`src/rtl/oreg_fifo.sv`:
```
`default_nettype none
// +----------------------------------------------------------------------------+
// | oreg_fifo: rounds/shifts a signed accumulator to DATABITS and buffers it     |
// | in a DEPTH-entry FIFO with valid/ready, occupancy and sticky overflow.       |
// | Optional: define OREG_FIFO_SAT_EN for saturation and the sticky sat_out.     |
// | Revision: 1.0                                                                |
// +----------------------------------------------------------------------------+
module oreg_fifo #(
  parameter int DATABITS = 16,
  parameter int ACCBITS  = 32,
  parameter int SHIFT    = 15,
  parameter int DEPTH    = 4
) (
  input  logic                         clk,
  input  logic                         rst_n,
  input  logic                         clr_in,
  input  logic                         ld_in,
  input  logic [ACCBITS-1:0]           acc_in,
  input  logic                         ready_in,
  output logic [DATABITS-1:0]          data_out,
  output logic                         data_valid_out,
  output logic [$clog2(DEPTH+1)-1:0]   count_out,
  output logic                         overflow_out
`ifdef OREG_FIFO_SAT_EN
  ,
  output logic                         sat_out
`endif
);

  localparam int PTRW = (DEPTH > 1) ? $clog2(DEPTH) : 1;
  localparam int CNTW = $clog2(DEPTH + 1);
  localparam logic [CNTW-1:0]    C_DEPTH = CNTW'(DEPTH);
  localparam logic [ACCBITS:0]   C_HALF  = {{ACCBITS{1'b0}}, 1'b1} << (SHIFT - 1);

  logic [DATABITS-1:0] r_mem [DEPTH];
  logic [PTRW-1:0]     r_wr_ptr;
  logic [PTRW-1:0]     r_rd_ptr;
  logic [CNTW-1:0]     r_count;
  logic                r_overflow;

  logic signed [ACCBITS:0] w_rnd;
  logic signed [ACCBITS:0] w_shift;
  logic [DATABITS-1:0]     w_conv;
  logic                    w_valid;
  logic                    w_full;
  logic                    w_pop;
  logic                    w_push;
  logic                    w_drop;

  // One guard bit keeps the rounding add from overflowing at the positive limit.
  assign w_rnd   = $signed({acc_in[ACCBITS-1], acc_in}) + $signed(C_HALF);
  assign w_shift = w_rnd >>> SHIFT;

`ifdef OREG_FIFO_SAT_EN
  localparam logic [DATABITS-1:0] C_MAX = {1'b0, {(DATABITS-1){1'b1}}};
  localparam logic [DATABITS-1:0] C_MIN = {1'b1, {(DATABITS-1){1'b0}}};

  logic [ACCBITS-DATABITS+1:0] w_hi;
  logic                        w_sat_pos;
  logic                        w_sat_neg;
  logic                        r_sat;

  // The value fits only when every bit from the output sign upward matches.
  assign w_hi      = w_shift[ACCBITS:DATABITS-1];
  assign w_sat_pos = ~w_shift[ACCBITS] & (|w_hi);
  assign w_sat_neg = w_shift[ACCBITS] & ~(&w_hi);
  assign w_conv    = w_sat_pos ? C_MAX : (w_sat_neg ? C_MIN : w_shift[DATABITS-1:0]);
  assign sat_out   = r_sat;

  always_ff @(posedge clk or negedge rst_n) begin
    if (!rst_n) begin
      r_sat <= 1'b0;
    end else if (clr_in) begin
      r_sat <= 1'b0;
    end else if (w_push && (w_sat_pos || w_sat_neg)) begin
      r_sat <= 1'b1;
    end
  end
`else
  logic w_unused_hi;

  assign w_conv      = w_shift[DATABITS-1:0];
  assign w_unused_hi = ^w_shift[ACCBITS:DATABITS];
`endif

  assign w_valid = (r_count != '0);
  assign w_full  = (r_count == C_DEPTH);
  assign w_pop   = ready_in & w_valid & ~clr_in;
  // A full FIFO still accepts a push when the head leaves in the same cycle.
  assign w_push  = ld_in & ~clr_in & (~w_full | w_pop);
  assign w_drop  = ld_in & ~clr_in & w_full & ~w_pop;

  always_ff @(posedge clk) begin
    if (w_push) begin
      r_mem[r_wr_ptr] <= w_conv;
    end
  end

  always_ff @(posedge clk or negedge rst_n) begin
    if (!rst_n) begin
      r_wr_ptr   <= '0;
      r_rd_ptr   <= '0;
      r_count    <= '0;
      r_overflow <= 1'b0;
    end else if (clr_in) begin
      r_wr_ptr   <= '0;
      r_rd_ptr   <= '0;
      r_count    <= '0;
      r_overflow <= 1'b0;
    end else begin
      if (w_push) begin
        r_wr_ptr <= r_wr_ptr + PTRW'(1);
      end
      if (w_pop) begin
        r_rd_ptr <= r_rd_ptr + PTRW'(1);
      end
      if (w_push && !w_pop) begin
        r_count <= r_count + CNTW'(1);
      end else if (w_pop && !w_push) begin
        r_count <= r_count - CNTW'(1);
      end
      if (w_drop) begin
        r_overflow <= 1'b1;
      end
    end
  end

  assign data_out       = w_valid ? r_mem[r_rd_ptr] : '0;
  assign data_valid_out = w_valid;
  assign count_out      = r_count;
  assign overflow_out   = r_overflow;

endmodule
`default_nettype wire

```
`config.mk`:
```
export PLATFORM = sky130hd
export DESIGN_NAME = oreg_fifo
export DESIGN_NICKNAME = d
export VERILOG_FILES = /design/src/rtl/oreg_fifo.sv
export SDC_FILE = /design/constraint.sdc
export NUM_CORES = 1
export LEC_CHECK = 0
export BUFFER_PORTS_ARGS = -buffer_cell sky130_fd_sc_hd__buf_2
export CORE_ASPECT_RATIO = 1.5
export CORE_MARGIN = 2
export CORE_UTILIZATION = 30
export DETAILED_ROUTE_END_ITERATION = 16
export PLACE_DENSITY = 0.51
export SLEW_MARGIN = 20
export SYNTH_ARGS = -nofsm -noshare
export SYNTH_HDL_FRONTEND = slang
export SYNTH_SLANG_ARGS = --single-unit
```
`constraint.sdc`:
```
create_clock -name clk -period 2.7 [get_ports clk]
set_clock_uncertainty 0.2 [all_clocks]
set_input_delay 0.54 -clock clk [delete_from_list [all_inputs] [get_ports clk]]
set_output_delay 0.54 -clock clk [all_outputs]
set_load 0.03 [all_outputs]
```
* Word level (Yosys, flattened, before mapping)
Memory sizes are Yosys's and may differ from the RTL's.
Cells that the tools add are included.
** Word-level totals
- Word-level logic and storage cells :: 42
- RAM bits :: 64
- Output and inout bits :: 21
- Register bits after elaboration :: 8
- Bits of input ports :: 37
- Memories :: 1
** Memory list
- r_mem :: words 4, bits a word 16, rd ports 1, clocked after Yosys merged registers in 0, wr ports 1, RTL line 35 : logic [DATABITS-1:0] r_mem [DEPTH];
** Operators by class
- Bitwise operators :: 10
- Equality and inequality tests :: 1
- Add/subtract/negate cells :: 5
- Reductions and logical operators :: 9
- Muxes and demuxes :: 12
** Operators with widths (number)
- adder 31 x 16 -> 31 bit, second input constant :: 1
- 2-to-1 mux 16 bit :: 1
- 2-to-1 mux 3 bit :: 3
- 2-to-1 mux 2 bit :: 4
- bitwise AND 1 bit :: 6
- nonzero test 2 bit :: 3
- nonzero test 3 bit :: 2
- adder 2 x 1 -> 2 bit, second input constant :: 2
- 2-to-1 mux 1 bit :: 4
- adder 3 x 1 -> 3 bit, second input constant :: 1
- == test 3 bit, second input constant :: 1
- NOT 1 bit :: 3
- subtractor 3 x 1 -> 3 bit, second input constant :: 1
- logical AND 1 bit :: 2
- zero test 1 bit :: 2
- OR 1 bit :: 1

* Logic depth before layout (Yosys ltp)
Gate-level depths: netlist of run 1.
- Depth after elaboration :: 10
- Depth in mapped cells :: 8
- Mapped depth without buffers :: 8

* Worst setup path before layout of run 1
OpenSTA, ideal clock, no wires.
- Path type :: flip-flop to output port
- Start :: register r_count[0], in the netlist count_out[0]
- End :: output data_out[10]
- Data arrival time :: 1.752 ns
- Required time :: 1.960 ns
- Path buffers :: 2
- Slack :: 0.208 ns
- Stages on the path, launching flop included :: 5
- Cell sequence :: dfrtp_1 > or3_1 > clkbuf_1 > clkbuf_1 > and2_1
** On the way
- Cells in the longest elaborated chain, start to end :: 2
** RTL lines
- start: declaration :: RTL line 38 : logic [CNTW-1:0] r_count;
- start signal: assignment :: RTL line 118 : r_count <= r_count + CNTW'(1);
- start signal: assignment :: RTL line 120 : r_count <= r_count - CNTW'(1);
- nonzero test 3 bit :: RTL line 86 : assign w_valid = (r_count != '0);
- via data_valid_out :: RTL line 21 : output logic data_valid_out,
- 2-to-1 mux 16 bit :: RTL line 128 : assign data_out = w_valid ? r_mem[r_rd_ptr] : '0;
- end: declaration :: RTL line 20 : output logic [DATABITS-1:0] data_out,
The timed path passes the listed nets, and every way through them passes these cells.

* Worst setup path in the final report of run 1
- Start :: register r_rd_ptr[0]
- End :: output data_out[11]
** On the way
- Cells in the longest elaborated chain, start to end :: 2
** RTL lines
- start: declaration :: RTL line 37 : logic [PTRW-1:0] r_rd_ptr;
- start signal: assignment :: RTL line 115 : r_rd_ptr <= r_rd_ptr + PTRW'(1);
- memory (4 x 16 bit)
- 2-to-1 mux 16 bit :: RTL line 128
Every way passes these cells.

==> results of run 1 <==
cell type report:
class                   instances  area (um2)
clock buffers                  11       232.7
clock inverters                 5       81.33
fillers                      1038        6550
inverters                       7       26.28
multi-input cells             114        1070
flip-flops and latches         72        2122
well taps                     144       180.2
repair buffers                 49       327.8
routing by layer:
| layer | share of wire [%] | track usage [%] | vias up | routed length, um |
|---|---|---|---|---|
| li1 | - | - | 861 | - |
| met1 | 41 | 14.43 | 925 | 2625 |
| met2 | 52 | 20.32 | 42 | 3342 |
| met3 | 3.7 | 1.822 | 12 | 234 |
| met4 | 2.9 | 6.882 | 0 | 187 |
| met5 | 0 | 0 | - | 0 |
power by group:
part | internal, mW | switching [mW]
clock network | 0.808 | 0.425
logic | 0.542 | 0.862
registers | 1.31 | 0.0623
timing repair:
action / 4_1_cts / 5_1_grt
gates resized for setup: 0 / 1
hold buffers: 1 / 0
endpoints found under the hold margin: 8 / 0
endpoints found under the setup margin: 0 / 16
cell families (layout without fill, tap and decap cells):
logic type / count (synthesis) / after routing / synth area share [%]
adder cells (fa/ha/maj): 6 / 6 / 2.540
AND/OR/NAND/NOR: 63 / 63 / 11.32
multiplexers: 17 / 17 / 11.43
flip-flops: 72 / 72 / 65.28
XOR/XNOR: 19 / 19 / 5.350
AO/OA/AOI/OAI: 9 / 9 / 2.117
buffers and inverters: 15 / 72 / 1.963
cells in the final DEF, fill, tap and decap left out, types with 2 or more instances in the layout:
master and n:
sky130_fd_sc_hd__edfxtp_1 64, sky130_fd_sc_hd__buf_2 42, sky130_fd_sc_hd__and2_1 21, sky130_fd_sc_hd__mux4_2 16
sky130_fd_sc_hd__xnor2_1 13, sky130_fd_sc_hd__nor2_1 12, sky130_fd_sc_hd__clkbuf_16 9, sky130_fd_sc_hd__nand2_1 8
sky130_fd_sc_hd__dfrtp_1 8, sky130_fd_sc_hd__inv_1 7, sky130_fd_sc_hd__nand3_1 5, sky130_fd_sc_hd__xor2_1 5
sky130_fd_sc_hd__ha_1 5, sky130_fd_sc_hd__buf_12 5, sky130_fd_sc_hd__nand4_1 3, sky130_fd_sc_hd__nand2b_1 3
sky130_fd_sc_hd__a31oi_1 3, sky130_fd_sc_hd__and3_2 2, sky130_fd_sc_hd__nor3_1 2, sky130_fd_sc_hd__o31ai_1 2
sky130_fd_sc_hd__clkbuf_1 2, sky130_fd_sc_hd__bufinv_16 2
final timing paths:
path	slack (ns)	to	from
setup / recovery	0.17	data_out[11]	r_rd_ptr[0]$_DFFE_PN0P_
hold / removal	0.29	overflow_out$_DFFE_PN0P_	overflow_out$_DFFE_PN0P_
setup reg to reg	0.23	count_out[2]$_DFFE_PN0P_	count_out[0]$_DFFE_PN0P_
hold reg to reg	0.29	overflow_out$_DFFE_PN0P_	overflow_out$_DFFE_PN0P_
max in group asynchronous	1.74	count_out[0]$_DFFE_PN0P_	rst_n
min in group asynchronous	0.39	overflow_out$_DFFE_PN0P_	rst_n
through the flow:
step | instances | worst slack [ns] | instance area (um2)
6_report | 402 | 0.1748 | 4040
5_1_grt | 402 | 0.1021 | 4040
4_1_cts | 402 | 0.004445 | 4035
3_5_place_dp | 385 | 0.2408 | 3711
3_3_place_gp | 385 | 0.2396 | 3711
2_1_floorplan | 201 | 0.2077 | 3251
state kept, by name, summed over array words and instances, names as in the netlist:
| name | flops |
|---|---|
| r_rd_ptr | 2 |
| r_mem | 64 |
| count_out | 3 |
| r_wr_ptr | 2 |
| overflow_out | 1 |
critical path: cells and delay by family, from the launching register on:
family,cells,cell delay (ns)
buffers and inverters,2,0.38
flip-flops,1,0.37
multiplexers,1,0.54
AND/OR/NAND/NOR,1,0.17
Yosys cell counts, types with 2 or more instances:
library cell / number
sky130_fd_sc_hd__a31oi_1: 3
sky130_fd_sc_hd__and2_1: 21
sky130_fd_sc_hd__and3_2: 2
sky130_fd_sc_hd__buf_2: 2
sky130_fd_sc_hd__clkbuf_1: 4
sky130_fd_sc_hd__dfrtp_1: 8
sky130_fd_sc_hd__edfxtp_1: 64
sky130_fd_sc_hd__ha_1: 5
sky130_fd_sc_hd__inv_1: 7
sky130_fd_sc_hd__mux4_2: 16
sky130_fd_sc_hd__nand2_1: 8
sky130_fd_sc_hd__nand2b_1: 3
sky130_fd_sc_hd__nand3_1: 5
sky130_fd_sc_hd__nand4_1: 3
sky130_fd_sc_hd__nor2_1: 12
sky130_fd_sc_hd__nor3_1: 2
sky130_fd_sc_hd__o31ai_1: 2
sky130_fd_sc_hd__xnor2_1: 13
sky130_fd_sc_hd__xor2_1: 5
==> run summary, run 1 <==
In this run the remaining antenna-violating nets after routing total 0. In the final timing run, aggregate negative setup slack is 0 ns. After synthesis the netlist holds a flip-flop and latch count of 72.

The run gives 72 as the sink count of the clock tree. The net count of the finished layout is 296. Maximum level of the CTS H-tree: 3. The hold violation total from the final report is 0, and the final standard cell utilization of the core is 38.15%. Counting instances, the worst hold path has a depth of 2.

Width of the die: 88.99 um. Fraction of synthesized cell area taken by the top area cell type: 59.12%. The detailed-router iteration count before antenna repair was 4. The first-pass GRT wire length is 10320 um, and the delay of the slowest cell on the worst path is 0.54 ns. The via count of the first global-routing pass was 1957.

The remaining routing DRC violations was 0. The clock reaches the later pin of the worst-skew pair after 0.32 ns. The total power consumption of the routed design was 4.005 mW; the number of CTS-inserted buffers was 9.

Die height: 131.5 um. The via count of the routed design is 1840. The run gives 58 as the number of top-level pins. The tools report the master cell of the clock root buffer as sky130_fd_sc_hd__clkbuf_16. STA puts the critical path data arrival time at 1.79 ns. Dividing the final minimum period by the clock period gives 93.53%. After clock tree synthesis, the clock-pin slew on the worst setup and hold paths is 0.05 ns. The max-cap check violation count came out at 0. For this run, the total global-route usage over all layers was measured as 12.13%. At the pin with the least slew margin, the transition time is 0.5814 ns. IR analysis of the VDD net gives a maximum drop of 0.0004159 V.

Worst hold path class: reg -> reg. Counting along the longest clock path gives a buffer depth of 2. The violation count after the first detailed-route iteration is 78. Measured in cells, the most critical reg-to-reg path has a length of 7.

The critical path is of the reg -> out type. Yosys mapped a number of flops with a built-in enable equal to 64. The repair_antennas step left the layout with diodes totalling 0.

Setup violations remaining at the end of the flow were counted as 0. TritonCTS built the clock tree. Buffers placed on the I/O ports in this run total 42.

The worst slew slack as a fraction of its limit came out at 61.06%. For this run, the leading register cell type out of synthesis is sky130_fd_sc_hd__edfxtp_1. In this run the static leakage power is 1.440 nW. The flow ran to the end, and the final reports show no timing, DRC or antenna violations. Top cell type by total area after synthesis: sky130_fd_sc_hd__edfxtp_1. The core region is 10590 um2.

The post-route netlist has 34.50% of its cells at a drive strength greater than 1. For this run, asynchronously set or reset flops after synthesis account for 11.11%. The mean cell area of the mapped netlist is 16.17 um2. For the weighted congestion reported at the end of routability-driven placement, the log shows 0.7896. The worst setup path is captured at a primary output.

Based on the critical path, the design can be clocked at up to 396.0 MHz. The mapped netlist covers 3251 um2. The number of setup buffers added after CTS is 0. After detailed routing, the total wire length is 6388 um. After synthesis, the cell types taking the most area are sky130_fd_sc_hd__edfxtp_1 (59%), sky130_fd_sc_hd__mux4_2 (11%), sky130_fd_sc_hd__dfrtp_1 (6.2%). For the synthesized net count, the log shows 244.

After detailed routing, the average wire length per cell comes to 15.89 um. Data on the critical path is required at its endpoint by 1.96 ns. The tools report the number of max-slew violations in the final report as 0. Dividing the detail-routed via count by the number of cells gives 4.577. The run gives 0 as the number of antenna violations at the first check in global routing. The tools report the die area as 11700 um2. The cell at the slowest stage of the critical path is sky130_fd_sc_hd__mux4_2. The number of different library cells used by synthesis comes to 35.

Across all hold checks on the routed design, the worst slack comes to 0.2896 ns. After floorplanning, the core was divided into 46 placement rows. The number of synthesis warnings is 0, and the largest fanout on the critical path is 18. The area growth from synthesis to layout was 24.29%; the power per cell area was 991.2 nW/um2. Entering global routing, the biggest net connects 20 pins. The initial utilization of the core area, before any placement, comes to 30.69%. The signal on the critical path passes through buf_12 -> mux4_2 -> and2_1 -> buf_2.

Portion of the post-synthesis area used by sequential elements: 65.28%. Synthesis produced a netlist whose cell count is 201. STA classifies the critical path startpoint as a flip-flop. Setup repair after global routing left no endpoint under its margin. After global routing the overflow that remains totals 0. Detailed placement finished with a half-perimeter wire length of 4236 um. Minimum period implied by the final worst setup slack: 2.525 ns.
(Power assumes the default switching activity.)
==> run 2, diff against run 1 <==
==> constraint.sdc (replaced) <==
create_clock -name clk -period 2.7 [get_ports clk]
set_clock_uncertainty 0.2 [all_clocks]
set_input_delay 0.405 -clock clk [delete_from_list [all_inputs] [get_ports clk]]
set_output_delay 0.405 -clock clk [all_outputs]
set_load 0.03 [all_outputs]
==> run 2 against run 1 <==
Fmax barely moved. Flip-flop and latch count did not move. Global-route usage rose by 0.094 points. Clock-buffer cell count did not move. Power fell by 3.1%. Largest cell class unchanged. Utilization fell by 0.77 points. Sequential share of layout area rose by 1.1 points. Worst setup slack improved by 0.0022 ns. Via count fell by 0.92%. Non-clock buffer count rose by 1. Highest routed layer unchanged. Critical path type unchanged. Clock power fell by 9.8%.
==> run summary, run 2 (same netlist as run 1, synthesis figures left out) <==
Worst slew slack as a fraction of its limit: 56.83% (-4.2 points). The worst setup path is of the reg -> out kind. The remaining routing DRC violations was 0 (unchanged); the worst setup slack after placement was 0.2119 ns (-0.02882 ns). The number of CTS-inserted buffers is 9 (unchanged), and the detailed-router iteration count before antenna repair is 4 (unchanged). STA classifies the critical path endpoint as a primary output. The filler cell count in the final layout was 1060 (+2.1%). Maximum number of pins on one net before global-route repair: 20 (unchanged).

The most frequent standard cell in the layout excluding fill and tap cells is sky130_fd_sc_hd__edfxtp_1. Transition time at the pin with the least slew margin: 0.6476 ns (+0.06614 ns). The reg-to-reg critical path endpoint is count_out[2]$_DFFE_PN0P_.

The initial cell density of the core came out at 30.69% (unchanged). The tools report the final antenna-violating net count as 0 (unchanged). The end point of the most critical hold path is count_out[0]$_DFFE_PN0P_.

The max-cap check violation count is 0 (unchanged). The run gives 10270 um (-0.53%) as the first-pass GRT wire length. The final cycle utilization of the critical path is 93.44% (about the same), and the number of cells on the worst reg-to-reg path is 7 (unchanged). The maximum level of the CTS H-tree is 3 (unchanged).

Setup repair after global routing left no endpoint under its margin. The clock power share was 28.7% (-2.1 points); the proportion of total power due to net switching was 34.66% (+0.99 points). Net switching component of the power: 1.345 mW (-0.26%). The number of top-level pins was 58 (unchanged); the summed area of non-filler cells in the final layout was 3959 um2 (-2.0%).

The run finished with clean final reports. The tools report the core region area as 10590 um2 (unchanged). Clock slew at the register clock pins of the worst setup and hold paths: 0.05 ns (about the same). The count of cells along the worst hold path is 2 (unchanged).

Counting flops per register, the top entry is r_mem. TritonCTS built the clock tree. The required time at the worst-slack endpoint was 2.10 ns (+0.14 ns). For the global-route congestion overflow total, the log shows 0 (unchanged). Arrival time of the worst setup path: 1.92 ns (+0.13 ns). Area growth from synthesis to layout: 21.79%.

The number of flip-flops under the largest register name is 64 (unchanged), and the power per cell area is 980.2 nW/um2 (-1.1%). The minimum period implied by the final worst setup slack was 2.523 ns (-0.002170 ns). The logs give 0.19 ns (-0.04 ns) for the minimum setup slack among reg-to-reg paths and 72 (unchanged) for the sink count of the clock tree. The proportion of layout cells with a drive suffix above 1 works out to 33.59% (-0.91 points).

The logs give 6435 um (+0.74%) for the wire length after detailed routing and 35.2% (+1.1 points) for the portion of total power attributed to sequential cells. The number of antenna violations at the first check in global routing was 0 (unchanged); the die height was 131.5 um (unchanged). The violation count after the first detailed-route iteration came out at 124 (+59%).

The weighted congestion reported at the end of routability-driven placement was 0.7225 (-8.5%). The total internal power is 2.535 mW (-4.5%), and the final layout net count is 297 (+0.34%). The buffer depth of the longest clock path was 2 (unchanged). The die area came out at 11700 um2 (unchanged). In this run the critical register-to-register path is launched from count_out[0]$_DFFE_PN0P_. The tools report the number of non-filler instances in the completed layout as 403 (+0.25%). STA classifies the critical path startpoint as a flip-flop.

The tools report the total power consumption of the routed design as 3.880 mW (-3.1%). The top cell types in the final layout, fill and taps aside, are sky130_fd_sc_hd__edfxtp_1 (64), sky130_fd_sc_hd__buf_2 (42), sky130_fd_sc_hd__and2_1 (21). The count of buffers inserted at the top-level ports is 42 (unchanged), and the minimum hold slack is 0.1736 ns (-0.1160 ns).

The logs give 386 (+0.26%) for the number of placed cells counting well taps and 37.38% (-0.77 points) for the final standard cell utilization of the core. The logs give 46 (unchanged) for the number of core rows and 0.1770 ns (+0.002170 ns) for the final worst slack. The average via count per standard cell is 4.524 (-1.2%). Combined global-route utilization of all metal layers: 12.23% (+0.094 points).

The run gives 0 (unchanged) as the number of post-CTS setup repair buffers. The half-perimeter wire length of the detailed placement result is 4243 um (+0.18%), and the largest fanout on the critical path is 19 (+1). The via count of the routed design is 1823 (-0.92%).

The via count of the first global-routing pass was 1900 (-2.9%). The number of max-slew violations in the final report came out at 0 (unchanged). Clock tree synthesis selected as its root buffer the cell sky130_fd_sc_hd__clkbuf_16. The run gives 0.32 ns (about the same) as the insertion delay of the later-clocked pin in the worst-skew pair. The hold violation total from the final report is 0 (unchanged). The tools report the hold path startpoint as clr_in. The logs give 36.1% (+1.0 points) for the fraction of power consumed by combinational cells and 0 (unchanged) for the count of final setup violators. The detailed-route wire length per cell was 15.97 um (+0.49%); the width of the die was 88.99 um (unchanged). The worst hold path class is in -> reg. The static power due to leakage came out at 1.422 nW (-1.2%).

Peak supply drop: 0.0003837 V (-7.8%). The logs give 396.4 MHz (about the same) for the timing-limited maximum frequency and 0 (unchanged) for the antenna diode count. The sum of negative setup slack came out at 0 ns (unchanged).

Post-detailed-placement cell area: 3669 um2 (-1.1%).
run 2: cell count changes in the layout (fill, tap and decap cells not counted):
cell                         change
sky130_fd_sc_hd__buf_4           +5
sky130_fd_sc_hd__buf_12          -4
sky130_fd_sc_hd__clkinv_1        +2
sky130_fd_sc_hd__bufinv_16       -1
sky130_fd_sc_hd__clkinv_2        +1
sky130_fd_sc_hd__clkinv_4        -1
sky130_fd_sc_hd__clkinvlp_4      -1
sky130_fd_sc_hd__or3_1           +1
sky130_fd_sc_hd__or3_4           -1
run 2: how the worst max path moves through the flow:
stage                                  start                        to
floorplan           count_out[0]$_DFFE_PN0P_  count_out[2]$_DFFE_PN0P_
global placement    count_out[0]$_DFFE_PN0P_  count_out[2]$_DFFE_PN0P_
detailed placement  count_out[0]$_DFFE_PN0P_  count_out[2]$_DFFE_PN0P_
CTS                 count_out[0]$_DFFE_PN0P_               data_out[6]
global route        count_out[0]$_DFFE_PN0P_  count_out[2]$_DFFE_PN0P_
finish              count_out[0]$_DFFE_PN0P_               data_out[6]
run 2: repair_timing:
item,in CTS,in global routing
endpoints found under the hold margin,8,0
hold buffers,1,0
resized for setup,0,0
run 2: power by group through the flow:
| stage | logic [mW] | clock network, mW | registers [mW] |
|---|---|---|---|
| 5_1_grt | 1.52 | 1.19 | 1.38 |
| 4_1_cts | 1.44 | 1.15 | 1.37 |
| 6_report | 1.40 | 1.11 | 1.37 |
| 3_3_place_gp | 1.43 | 0 | 1.38 |
| 3_5_place_dp | 1.44 | 0 | 1.39 |
| 2_1_floorplan | 0.985 | 0 | 1.41 |
run 2: cell type report:
cell class,instances,area (um2),share of cell area (%)
clock buffers,11,232.7,5.879
inverters,7,26.28,0.6637
flip-flops and latches,72,2122,53.60
repair buffers,50,285.3,7.206
well taps,144,180.2,4.551
multi-input cells,114,1065,26.90
clock inverters,5,47.55,1.201
run 2: routing by layer:
layer  vias to the layer above  wire length [um]  global-route usage [%]
li1                        858                 -                       -
met1                       915              2666                   14.32
met2                        38              3391                   20.56
met3                        12               185                   1.822
met4                         0               192                   7.214
met5                         -                 0                       0
run 2: critical path: stages (launching register included):
cell and delay (ns):
sky130_fd_sc_hd__dfrtp_1 0.44, sky130_fd_sc_hd__or3_1 0.69, sky130_fd_sc_hd__and2_1 0.27, sky130_fd_sc_hd__buf_2 0.18
